$ cat src/rtl/store_write_buffer_if.sv
// ---------------------------------------------------------------------------
// store_write_buffer_if
//
// Bundles the CPU store port, the load-forwarding lookup port and the memory
// write port of the posted-store buffer.
//
//   st_valid/st_addr/st_data -> buffer   store request from the CPU
//   st_ready                 <- buffer   buffer can accept a store
//   ld_addr                  -> buffer   address of the load being checked
//   ld_hit/ld_q              <- buffer   forwarding result (combinational)
//   empty                    <- buffer   no store queued
//   bus_start/bus_we         <- buffer   memory write start pulse / write active
//   bus_addr/bus_data        <- buffer   address/data of the store being written
//   bus_done                 -> buffer   memory write completion pulse
//
// Modports: master = CPU/memory environment, slave = the buffer itself.
// ---------------------------------------------------------------------------
interface store_write_buffer_if #(
    parameter int ADDR_W = 27
);
    logic              st_valid;
    logic [ADDR_W-1:0] st_addr;
    logic [31:0]       st_data;
    logic              st_ready;

    logic [ADDR_W-1:0] ld_addr;
    logic              ld_hit;
    logic [31:0]       ld_q;

    logic              empty;

    logic              bus_start;
    logic              bus_we;
    logic [ADDR_W-1:0] bus_addr;
    logic [31:0]       bus_data;
    logic              bus_done;

    modport master (
        output st_valid, st_addr, st_data, ld_addr, bus_done,
        input  st_ready, ld_hit, ld_q, empty,
               bus_start, bus_we, bus_addr, bus_data
    );

    modport slave (
        input  st_valid, st_addr, st_data, ld_addr, bus_done,
        output st_ready, ld_hit, ld_q, empty,
               bus_start, bus_we, bus_addr, bus_data
    );
endinterface

$ cat src/rtl/store_write_buffer.sv
// ---------------------------------------------------------------------------
// store_write_buffer
//
// Posted-store buffer between the CPU writeback path and the memory bus.
// Stores are queued in a DEPTH-entry FIFO and drained to memory one at a time
// over a start/done handshake. Loads look the buffer up by address and get
// the data of the youngest queued store to the same word, so they never see
// stale memory contents.
//
// Ports:
//   clk    system clock, all state updates on the rising edge
//   reset  asynchronous active-low reset, clears all state immediately
//   sb     store_write_buffer_if.slave (store, load-lookup and memory ports)
//
// Parameters:
//   DEPTH   number of entries, power of two, 2..16
//   ADDR_W  memory word-address width
// ---------------------------------------------------------------------------
module store_write_buffer #(
    parameter int DEPTH  = 4,
    parameter int ADDR_W = 27
) (
    input  logic                 clk,
    input  logic                 reset,
    store_write_buffer_if.slave  sb
);

    localparam int PTR_W = $clog2(DEPTH);
    localparam int CNT_W = PTR_W + 1;

    typedef enum logic [1:0] {
        S_IDLE  = 2'd0,
        S_ISSUE = 2'd1,
        S_WAIT  = 2'd2
    } state_t;

    // ------------------------------------------------------------------
    // Storage and FIFO bookkeeping
    // ------------------------------------------------------------------
    logic [ADDR_W-1:0] addr_mem [DEPTH];
    logic [31:0]       data_mem [DEPTH];

    logic [PTR_W-1:0]  head_reg;
    logic [PTR_W-1:0]  tail_reg;
    logic [CNT_W-1:0]  count_reg;

    state_t            state_reg;
    state_t            state_next;

    logic              bus_start_reg;
    logic              bus_we_reg;
    logic [ADDR_W-1:0] bus_addr_reg;
    logic [31:0]       bus_data_reg;

    logic              push;
    logic              pop;
    logic              load_head;

    // st_ready comes from the registered count only, so a full buffer
    // refuses a store even on the edge where an entry drains.
    assign sb.st_ready = (count_reg < CNT_W'(DEPTH));
    assign sb.empty    = (count_reg == '0);
    assign push        = sb.st_valid && sb.st_ready;

    // Entry payloads carry no reset: an entry is only meaningful while it
    // lies between head and tail, and those pointers are reset.
    always_ff @(posedge clk) begin
        if (push) begin
            addr_mem[tail_reg] <= sb.st_addr;
            data_mem[tail_reg] <= sb.st_data;
        end
    end

    always_ff @(posedge clk or negedge reset) begin
        if (!reset) begin
            head_reg  <= '0;
            tail_reg  <= '0;
            count_reg <= '0;
        end else begin
            if (push) begin
                tail_reg <= tail_reg + PTR_W'(1);
            end
            if (pop) begin
                head_reg <= head_reg + PTR_W'(1);
            end
            case ({push, pop})
                2'b10:   count_reg <= count_reg + CNT_W'(1);
                2'b01:   count_reg <= count_reg - CNT_W'(1);
                default: count_reg <= count_reg;
            endcase
        end
    end

    // ------------------------------------------------------------------
    // Drain FSM: state register
    // ------------------------------------------------------------------
    always_ff @(posedge clk or negedge reset) begin
        if (!reset) begin
            state_reg <= S_IDLE;
        end else begin
            state_reg <= state_next;
        end
    end

    // ------------------------------------------------------------------
    // Drain FSM: next-state logic
    // ------------------------------------------------------------------
    always_comb begin
        state_next = state_reg;
        case (state_reg)
            S_IDLE: begin
                if (count_reg != '0) begin
                    state_next = S_ISSUE;
                end
            end
            S_ISSUE: begin
                state_next = sb.bus_done ? S_IDLE : S_WAIT;
            end
            S_WAIT: begin
                if (sb.bus_done) begin
                    state_next = S_IDLE;
                end
            end
            default: state_next = S_IDLE;
        endcase
    end

    // ------------------------------------------------------------------
    // Drain FSM: output / control decode
    // ------------------------------------------------------------------
    // bus_done only completes a transfer that is actually in flight; a done
    // seen in IDLE is ignored.
    always_comb begin
        load_head = 1'b0;
        pop       = 1'b0;
        case (state_reg)
            S_IDLE:  load_head = (count_reg != '0);
            S_ISSUE: pop       = sb.bus_done;
            S_WAIT:  pop       = sb.bus_done;
            default: begin
                load_head = 1'b0;
                pop       = 1'b0;
            end
        endcase
    end

    // Bus outputs are flops: start/we mirror the state being entered, and the
    // head entry is captured once so address/data stay put during the write.
    always_ff @(posedge clk or negedge reset) begin
        if (!reset) begin
            bus_start_reg <= 1'b0;
            bus_we_reg    <= 1'b0;
            bus_addr_reg  <= '0;
            bus_data_reg  <= '0;
        end else begin
            bus_start_reg <= (state_next == S_ISSUE);
            bus_we_reg    <= (state_next != S_IDLE);
            if (load_head) begin
                bus_addr_reg <= addr_mem[head_reg];
                bus_data_reg <= data_mem[head_reg];
            end
        end
    end

    assign sb.bus_start = bus_start_reg;
    assign sb.bus_we    = bus_we_reg;
    assign sb.bus_addr  = bus_addr_reg;
    assign sb.bus_data  = bus_data_reg;

    // ------------------------------------------------------------------
    // Load forwarding
    // ------------------------------------------------------------------
    // age = distance of an entry from head; an entry is live when its age is
    // below count. The head entry (being written) stays live until its pop.
    logic [PTR_W-1:0] age [DEPTH];
    logic [DEPTH-1:0] match;

    for (genvar gi = 0; gi < DEPTH; gi++) begin : g_fwd
        assign age[gi]   = PTR_W'(gi) - head_reg;
        assign match[gi] = ({1'b0, age[gi]} < count_reg) &&
                           (addr_mem[gi] == sb.ld_addr);
    end

    // Youngest match = largest age among matching live entries.
    logic             fwd_hit;
    logic [31:0]      fwd_q;
    logic [PTR_W-1:0] best_age;

    always_comb begin
        fwd_hit  = 1'b0;
        fwd_q    = '0;
        best_age = '0;
        for (int i = 0; i < DEPTH; i++) begin
            if (match[i] && (!fwd_hit || (age[i] >= best_age))) begin
                fwd_hit  = 1'b1;
                best_age = age[i];
                fwd_q    = data_mem[i];
            end
        end
    end

    assign sb.ld_hit = fwd_hit;
    assign sb.ld_q   = fwd_q;

endmodule

$ cat src/flat_wrapper.sv
// flat-port wrapper written by rule: the top's interface ports become plain ports
module store_write_buffer_flat 
#(
    parameter int DEPTH  = 4,
    parameter int ADDR_W = 27
)
  (clk, reset, sb_st_valid, sb_st_addr, sb_st_data, sb_ld_addr, sb_bus_done, sb_st_ready, sb_ld_hit, sb_ld_q, sb_empty, sb_bus_start, sb_bus_we, sb_bus_addr, sb_bus_data);
  store_write_buffer_if #(.ADDR_W(ADDR_W)) sb_i ();
  input  logic clk;
  input  logic reset;
  input wire logic [$bits(sb_i.st_valid)-1:0] sb_st_valid;
  input wire logic [$bits(sb_i.st_addr)-1:0] sb_st_addr;
  input wire logic [$bits(sb_i.st_data)-1:0] sb_st_data;
  input wire logic [$bits(sb_i.ld_addr)-1:0] sb_ld_addr;
  input wire logic [$bits(sb_i.bus_done)-1:0] sb_bus_done;
  output wire logic [$bits(sb_i.st_ready)-1:0] sb_st_ready;
  output wire logic [$bits(sb_i.ld_hit)-1:0] sb_ld_hit;
  output wire logic [$bits(sb_i.ld_q)-1:0] sb_ld_q;
  output wire logic [$bits(sb_i.empty)-1:0] sb_empty;
  output wire logic [$bits(sb_i.bus_start)-1:0] sb_bus_start;
  output wire logic [$bits(sb_i.bus_we)-1:0] sb_bus_we;
  output wire logic [$bits(sb_i.bus_addr)-1:0] sb_bus_addr;
  output wire logic [$bits(sb_i.bus_data)-1:0] sb_bus_data;
  assign sb_i.st_valid = sb_st_valid;
  assign sb_i.st_addr = sb_st_addr;
  assign sb_i.st_data = sb_st_data;
  assign sb_i.ld_addr = sb_ld_addr;
  assign sb_i.bus_done = sb_bus_done;
  assign sb_st_ready = sb_i.st_ready;
  assign sb_ld_hit = sb_i.ld_hit;
  assign sb_ld_q = sb_i.ld_q;
  assign sb_empty = sb_i.empty;
  assign sb_bus_start = sb_i.bus_start;
  assign sb_bus_we = sb_i.bus_we;
  assign sb_bus_addr = sb_i.bus_addr;
  assign sb_bus_data = sb_i.bus_data;
  store_write_buffer #(.DEPTH(DEPTH), .ADDR_W(ADDR_W)) u_core (.clk(clk), .reset(reset), .sb(sb_i));
endmodule
$ cat config.mk
export PLATFORM = sky130hd
export DESIGN_NAME = store_write_buffer_flat
export DESIGN_NICKNAME = d
export VERILOG_FILES = /design/src/rtl/store_write_buffer_if.sv /design/src/rtl/store_write_buffer.sv /design/src/flat_wrapper.sv
export SDC_FILE = /design/constraint.sdc
export NUM_CORES = 1
export LEC_CHECK = 0
export BUFFER_PORTS_ARGS = -buffer_cell sky130_fd_sc_hd__buf_2
export CAP_MARGIN = 5
export CORE_MARGIN = 3
export CORE_UTILIZATION = 40
export CTS_CLUSTER_DIAMETER = 200
export DETAILED_ROUTE_END_ITERATION = 6
export GPL_ROUTABILITY_DRIVEN = 1
export PLACE_DENSITY = 0.59
export SYNTH_ARGS = -nofsm -noshare
export SYNTH_HDL_FRONTEND = slang
export SYNTH_SLANG_ARGS = --single-unit
$ cat constraint.sdc
create_clock -name clk -period 12.7 [get_ports clk]
set_clock_uncertainty 0.1 [all_clocks]
set_input_delay 3.81 -clock clk [delete_from_list [all_inputs] [get_ports clk]]
set_output_delay 3.81 -clock clk [all_outputs]
set_load 0.005 [all_outputs]
## Word level (Yosys, flattened, before mapping)

Memories as Yosys holds them, arrays and structs flattened. A register that Yosys moved wholly into a read port is not among the register bits.
Cells that the tools add are included.
W data, S select, Z words.

| storage, ports and cells | value |
|---|---|
| input port bits | 90 |
| memory bits (read-only) | 0 |
| bits in latches | 0 |
| logic and storage cells | 75 |
| flip-flop bits (word level) | 11 |
| RAM bits | 236 |
| output and inout port bits | 96 |
| memories kept | 2 |

| cells by class | value |
|---|---|
| div/mod/pow operators | 0 |
| add/subtract/negate cells | 8 |
| bitwise gates (word level) | 0 |
| equality and inequality tests | 9 |
| reductions and logical operators | 22 |
| shift operators | 0 |
| $mul | 0 |
| order comparisons | 8 |
| muxes and demuxes | 20 |

Memories:

| name | words | bits a word | read ports | clocked after memory_dff | wr ports | line | text |
|---|---|---|---|---|---|---|---|
| u_core.data_mem | 4 | 32 | 5 | 1 | 1 | store_write_buffer.sv:41 | `logic [31:0] data_mem [DEPTH];` |
| u_core.addr_mem | 4 | 27 | 5 | 1 | 1 | store_write_buffer.sv:40 | `logic [ADDR_W-1:0] addr_mem [DEPTH];` |

Operators with widths:

| cell | number |
|---|---|
| $mux W32 | 4 |
| $eq A27 B27 Y1 | 4 |
| $lt A2 B3 Y1 | 4 |
| $mux W2 | 6 |
| $logic_and A1 B1 Y1 | 8 |
| $mux W1 | 8 |
| $eq A2 B1 Y1 const B | 3 |
| $ge A2 B2 Y1 | 3 |
| $pmux W2 S3 | 1 |
| $pmux W3 S2 | 1 |
| $logic_not A1 Y1 | 5 |
| $add A2 B1 Y2 const B | 2 |
| $eq A2 B2 Y1 const B | 2 |
| $reduce_bool A2 Y1 | 2 |
| $sub A1 B2 Y2 const A | 2 |
| $sub A2 B2 Y2 const A | 2 |
| $add A3 B1 Y3 const B | 1 |
| $logic_not A3 Y1 | 1 |
| $logic_or A1 B1 Y1 | 3 |
| $lt A3 B3 Y1 const B | 1 |
| $reduce_bool A3 Y1 | 1 |
| $sub A3 B1 Y3 const B | 1 |
| $logic_not A2 Y1 | 1 |
| $reduce_or A2 Y1 | 1 |

## Longest topological paths before layout

Gate-level depths: netlist of run 1.

| depth | value |
|---|---|
| depth after elaboration | 16 |
| depth in mapped cells | 26 |
| depth with buffers taken out | 19 |

## Worst setup path before layout of run 1

Ideal clock, no wire load.

| timing path | value |
|---|---|
| path kind | input to output |
| from | input port sb_ld_addr[16] |
| to | output port sb_ld_q[11] |
| required time | 8.790 ns |
| cell stages on the path | 20 |
| data arrival time | 7.979 ns |
| path buffers | 4 |
| setup slack | 0.811 ns |
| cells stage by stage | xnor2_1 -> nand4_1 -> nor4_2 -> nand4b_1 -> a31oi_1 -> clkbuf_1 -> mux2_2 -> ha_1 -> nand2b_1 -> a21oi_1 -> a211o_1 -> buf_6 -> buf_4 -> mux2_2 -> ha_1 -> nand2b_1 -> a21o_1 -> o21ai_2 -> buf_2 -> mux2_4 |

| between the ends | value |
|---|---|
| word-level cells in the longest chain between the ends | 15 |
| elaborated cells on any way between the ends | 30 |
| those cells by class | order compare (3); eq/ne (4); mux (10); reduce/logical (13) |

RTL lines:

| element | line | text |
|---|---|---|
| from (decl) | flat_wrapper.sv:14 | `input wire logic [$bits(sb_i.ld_addr)-1:0] sb_ld_addr;` |
| $eq A27 B27 Y1 | store_write_buffer.sv:181 | `(addr_mem[gi] == sb.ld_addr);` |
| $logic_and A1 B1 Y1 | store_write_buffer.sv:180 | `assign match[gi] = ({1'b0, age[gi]} < count_reg) &&` |
| $mux W2 / $mux W1 (equally long branches) | store_write_buffer.sv:194 | `if (match[i] && (!fwd_hit \|\| (age[i] >= best_age))) begin` |
| $ge A2 B2 Y1 / $logic_not A1 Y1 (equally long branches) | store_write_buffer.sv:194 |  |
| $logic_or A1 B1 Y1 | store_write_buffer.sv:194 |  |
| $logic_and A1 B1 Y1 | store_write_buffer.sv:194 |  |
| $mux W2 / $mux W1 (equally long branches) | store_write_buffer.sv:194 |  |
| $ge A2 B2 Y1 / $logic_not A1 Y1 (equally long branches) | store_write_buffer.sv:194 |  |
| $logic_or A1 B1 Y1 | store_write_buffer.sv:194 |  |
| $logic_and A1 B1 Y1 | store_write_buffer.sv:194 |  |
| $mux W2 / $mux W1 (equally long branches) | store_write_buffer.sv:194 |  |
| $ge A2 B2 Y1 / $logic_not A1 Y1 (equally long branches) | store_write_buffer.sv:194 |  |
| $logic_or A1 B1 Y1 | store_write_buffer.sv:194 |  |
| $logic_and A1 B1 Y1 | store_write_buffer.sv:194 |  |
| $mux W32 * | store_write_buffer.sv:194 |  |
| to (decl) | flat_wrapper.sv:18 | `output wire logic [$bits(sb_i.ld_q)-1:0] sb_ld_q;` |

Every way passes the cells marked *; elsewhere a longest branch is shown, timed or not.

## Worst setup path after layout of run 1

| timing path | value |
|---|---|
| from | input port sb_ld_addr[23] |
| to | output port sb_ld_q[1] |

Same word-level chain as after synthesis.

==> metrics.yaml, run 1 <==
hp-class: "reg -> reg"
crit_path_max_incr_delay_ns: 0.40
yosys.area.top_type_share: 0.503
syn_nets: 901
vias: 7796
relSlewSlack: 0.275
synth_compound_area_frac: 0.0299
seq_area_frac_synth: 0.627
dpl.cell_count: 1404
layout_setup_ws_ns: 0.541
crit_path_frequent_cell: "mux2_2"
io_buffer_count: 185
finish.utilization: 0.483
syn_area_um2: 14100
synth_cell_types: 42
antenna_found_initial: 6
period_needed_ns: 12.16
cts-buffers-inserted: 37
routed_via_density: 5.29
largest_register_ffs: 128
grt_start_max_net_pins: 62
start_kind: "input pin"
ctsResizeCount: 0
worst_setup_path_end_kind: "output pin"
rsz0062_at_grt: "no"
ys_ff_latch: 306
yosys.area_share.adder: 0.0174
final_cell_mix: "edfxtp_1 (236), buf_2 (184), mux2_2 (69), dfrtp_1 (68), xor2_1 (63)"
cts_max_path_buffers: 3
grt_overflow: 0
leakagePower_uw: 0.00644
drv_slew: 0
synthFlopType: "edfxtp_1"
grt_pass1_vias: 8496
clock_latency_ns: 0.53
whs_ns: 0.398
cts_htree_levels: 2
synth_xor_area_frac: 0.0703
area_delta_synth_final_pct: 18.7
cts_tree: "built"
finalNonFillerCells: 1474
setup_viol: 0
powerDensity_nw_per_um2: 212
yosys_warnings: 0
clkSlewWorstSetupHoldPaths_ns: 0.05
crit_required_ns: 8.79
final_common_cell: "edfxtp_1"
wl_per_cell_um: 24.4
core_area_um2: 34600
fin_crit_sh: 0.957
dp_slack_ns: 0.611
synth_area_leader_cell: "edfxtp_1"
worstMarginPinSlew_ns: 1.09
synth_area_leaders: "edfxtp_1 (50%), dfrtp_1 (12%), mux4_2 (9.4%)"
tns_ns: 0
syn_inst: 792
grt_use_total: 0.189
yosys.area_share.simple: 0.0280
muxShareOfSynthArea: 0.209
drt_iter0_drc: 450
io_pins: 186
avgSynthCellArea_um2: 17.8
dieHeight_um: 194
rows: 68
cp_data_arrival_time_ns: 8.25
cap_violations: 0
hold_buffers: 0
finalHoldViolations: 0
status: "complete, no violations"
drc_errors: 0
drive_above_1_share: 0.441
slowest_stage: "xnor2_1"
dp_hpwl_um: 22700
ctsRootBufferMaster: "clkbuf_16"
ant_nets: 0
dr.pass1.iters: 5
wl_um: 35900
grt_pass1_wl_um: 53800
cts_sinks: 306
fin_nets: 1097
crit_path_max_fanout: 32
initial_utilization: 0.407
dieArea_um2: 37500
synth_top_family_by_area: "multiplexers"
timing.fmax_mhz: 82.2
crit_chain: "buf_2 -> xnor2_1 -> nand4_1 -> nor4_2 -> nand4b_1 -> o21a_2 -> mux2_2 -> ha_1 -> nand2b_1 -> a21oi_1 -> a211o_2 -> mux2_2 -> ha_1 -> nand2b_1 -> a21o_1 -> o21ai_4 -> buf_12 -> mux2_2 -> buf_2"
synth_edf_count: 236
die_w_um: 194
post_cts.repair.setup_buffers: 0
gp_congestion: 0.819
path_class: "in -> out"
vdd_drop_max_mv: 0.176
ys_async_sr_fraction: 0.229
==> final timing paths <==
check | startpoint | to | slack [ns] | cells after the start
worst max-delay path | sb_ld_addr[23] | sb_ld_q[1] | 0.54 | 19
worst min-delay path | u_core.sb.bus_data[28] | u_core.sb.bus_data[28] | 0.40 | 1
worst max register to register | u_core.head_reg[0] | u_core.sb.bus_addr[25] | 9.98 | 3
worst min register to register | u_core.sb.bus_data[28] | u_core.sb.bus_data[28] | 0.40 | 1
max in group asynchronous | reset | u_core.head_reg[0] | 8.29 | 2
min in group asynchronous | reset | u_core.sb.bus_addr[3] | 3.14 | 1
==> layout make-up <==
type                       count  area, um^2
fill                        2966       17900
sequential                   306        8840
multi-input combinational    437        5040
clock buffer                  52        1010
timing repair buffer         193        1000
tap                          455         569
clock inverter                16         203
inverter                      13        48.8
antenna                        2        5.00
==> Yosys cell counts, drive strengths merged, types with 3 or more instances <==
| cell | count |
|---|---|
| a22o | 32 |
| a21oi | 8 |
| mux4 | 59 |
| dfrtp | 70 |
| xor2 | 63 |
| edfxtp | 236 |
| nand2 | 8 |
| mux2 | 125 |
| xnor2 | 50 |
| nand2b | 5 |
| inv | 13 |
| nor4 | 16 |
| o21ai | 6 |
| ha | 18 |
| nor2 | 7 |
| nor3 | 3 |
| buf | 20 |
| and2 | 5 |
| clkbuf | 16 |
| nand3 | 3 |
| nand4 | 12 |
==> through the flow <==
stage | area [um^2] | total power, uW
6_report | 16700 | 3540
5_1_grt | 16700 | 3730
4_1_cts | 16700 | 3600
3_5_place_dp | 15500 | 2540
3_3_place_gp | 15500 | 2530
2_1_floorplan | 14100 | 2140
==> critical path: cells and delay by family <==
family / cells / cell delay (ns)
compound gates: 5 / 0.89
mux: 3 / 0.97
xor+xnor: 1 / 0.40
buf+inv: 3 / 0.56
fa+ha+maj: 2 / 0.56
simple gates: 5 / 1.00
==> power by group <==
| part | internal (uW) | leakage, uW | switching [uW] | total (uW) |
|---|---|---|---|---|
| combinational | 522 | 0.00288 | 515 | 1040 |
| sequential | 1330 | 0.00296 | 129 | 1460 |
| clock | 641 | 0.000595 | 405 | 1050 |
| total | 2490 | 0.00644 | 1050 | 3540 |
==> per-layer routing <==
| layer | GRT usage | wire length [um] |
|---|---|---|
| met4 | 0.0415 | 562 |
| met1 | 0.260 | 15700 |
| met5 | 0 | 57 |
| met2 | 0.314 | 17400 |
| met3 | 0.0391 | 2140 |
==> logic make-up (layout without fill, tap and decap cells) <==
family | after synthesis | in the layout
multiplexers | 184 | 184
AO/OA/AOI/OAI | 54 | 54
other | 0 | 2
AND/OR/NAND/NOR | 67 | 67
flip-flops | 306 | 306
XOR/XNOR | 113 | 113
buffers and inverters | 49 | 274
adder cells (fa/ha/maj) | 19 | 19
Power figures use the tool's default switching activity.
==> inputs of run 2 (changes only) <==
- PLACE_DENSITY: 0.59 -> 0.62
==> run 2 against run 1 <==
Power shrank 2.0%; register-to-register slack lost 0.05 ns; die area is the same; final cell count shrank 0.14%; core utilization shrank 0.24 points; worst setup slack gained 0.0089 ns.
==> metrics.yaml, run 2 (synthesis results as in run 1) <==
vdd_drop_max_mv: 0.210  # +19%
drc_errors: 0  # unchanged
crit_path_max_incr_delay_ns: 0.38  # -0.02 ns
cts_htree_levels: 2  # unchanged
cts_sinks: 306  # unchanged
core_area_um2: 34600  # unchanged
dieHeight_um: 194  # unchanged
dpl.cell_count: 1404  # unchanged
path_class: "in -> out"
area_delta_synth_final_pct: 18.1
slowest_stage: "mux2_2"
grt_start_max_net_pins: 60  # -3.2%
status: "complete, no violations"
finalNonFillerCells: 1472  # -0.14%
cp_data_arrival_time_ns: 8.24  # about the same
relSlewSlack: 0.286  # +0.0113
clock_latency_ns: 0.51  # -0.02 ns
fin_crit_sh: 0.957  # about the same
hp-class: "reg -> reg"
routed_via_density: 5.30  # +0.15%
cap_violations: 0  # unchanged
worstMarginPinSlew_ns: 1.07  # -0.0169 ns
fillers: 2984  # +0.61%
post_cts.repair.setup_buffers: 0  # unchanged
ctsResizeCount: 0  # unchanged
grt_use_total: 0.188  # -0.000848
tns_ns: 0  # unchanged
dp_hpwl_um: 22300  # -1.9%
rows: 68  # unchanged
setup_viol: 0  # unchanged
cts_max_path_buffers: 3  # unchanged
finalHoldViolations: 0  # unchanged
clkSlewWorstSetupHoldPaths_ns: 0.05  # about the same
die_w_um: 194  # unchanged
antenna_found_initial: 7  # +1
worst_setup_path_end_kind: "output pin"
gp_congestion: 0.817  # -0.26%
crit_path_max_fanout: 32  # unchanged
dieArea_um2: 37500  # unchanged
ctsRootBufferMaster: "clkbuf_16"
ant_nets: 0  # unchanged
crit_chain: "buf_2 -> xnor2_1 -> nand4_1 -> nor4_2 -> nand4b_1 -> o21a_2 -> mux2_2 -> ha_1 -> nand2b_1 -> a21oi_1 -> a211o_2 -> mux2_2 -> ha_1 -> nand2b_1 -> a21o_1 -> o21ai_4 -> buf_12 -> mux2_2 -> buf_2"
finalPower_uw: 3470  # -2.0%
wl_um: 35500  # -1.1%
leakagePower_uw: 0.00639  # -0.76%
cts_tree: "built"
largest_register_ffs: 128  # unchanged
vias: 7797  # +0.013%
drv_slew: 0  # unchanged
crit_required_ns: 8.79  # about the same
wl_per_cell_um: 24.1  # -1.0%
final_common_cell: "edfxtp_1"
grt_overflow: 0  # unchanged
drive_above_1_share: 0.438  # -0.00209
io_buffer_count: 185  # unchanged
cts-buffers-inserted: 36  # -2.7%
dr.pass1.iters: 4  # -1
fin_nets: 1096  # -0.091%
crit_path_frequent_cell: "mux2_2"
finish.utilization: 0.480  # -0.00242
start_kind: "input pin"
drt_iter0_drc: 543  # +21%
period_needed_ns: 12.15  # -0.00886 ns
rsz0062_at_grt: "no"
crit_buf_inv: 3  # unchanged
timing.fmax_mhz: 82.3  # about the same
grt_pass1_vias: 8525  # +0.34%
powerDensity_nw_per_um2: 209  # -1.5%
path_delay_family: "simple AND/OR/NAND/NOR gates"
grt_pass1_wl_um: 53500  # -0.54%
io_pins: 186  # unchanged
final_cell_mix: "edfxtp_1 (236), buf_2 (184), mux2_2 (69), dfrtp_1 (68), xor2_1 (63)"
hold_buffers: 0  # unchanged
initial_utilization: 0.407  # unchanged
[run 2: path summary, 6_finish.rpt]
check                                 startpoint  slack [ns]                      to  cells past startpoint
max                                sb_ld_addr[9]        0.55              sb_ld_q[2]                     19
min in group asynchronous                  reset        3.09  u_core.sb.bus_addr[15]                      1
max in group asynchronous                  reset        8.20      u_core.head_reg[0]                      2
min                        u_core.sb.bus_data[1]        0.40   u_core.sb.bus_data[1]                      1
max reg2reg                   u_core.head_reg[0]        9.93   u_core.sb.bus_addr[8]                      3
min reg2reg                u_core.sb.bus_data[1]        0.40   u_core.sb.bus_data[1]                      1
[run 2: layout make-up]
class	count	area (um^2)	share of cell area
timing repair buffer	193	1000	0.0602
multi-input combinational	437	5040	0.303
tap	455	569	0.0342
antenna	2	5.00	0.000301
inverter	13	48.8	0.00293
clock buffer	51	1020	0.0612
clock inverter	15	113	0.00677
sequential	306	8840	0.532
[run 2: power breakdown]
part / internal [uW] / leakage (uW) / switching [uW]
Clock: 582 / 0.000546 / 398
Combinational: 520 / 0.00288 / 485
Sequential: 1330 / 0.00296 / 158
Total: 2430 / 0.00639 / 1040
[run 2: metal layers]
layer / part of all wire / wire [um] / global-route usage
met1: 0.43 / 15400 / 0.257
met2: 0.48 / 16900 / 0.305
met3: 0.066 / 2340 / 0.0471
met4: 0.021 / 749 / 0.0488
met5: 0.0022 / 77 / 0
[run 2: metrics by stage]
stage | setup slack [ns] | hold WS, ns | cell area (um^2)
finish | 0.550 | 0.398 | 16600
detailed placement | 0.589 | 0.379 | 15500
CTS | 0.576 | 0.392 | 16600
global route | 0.331 | 0.408 | 16600
global placement | 0.667 | 0.366 | 15500
floorplan | 0.811 | 0.350 | 14100
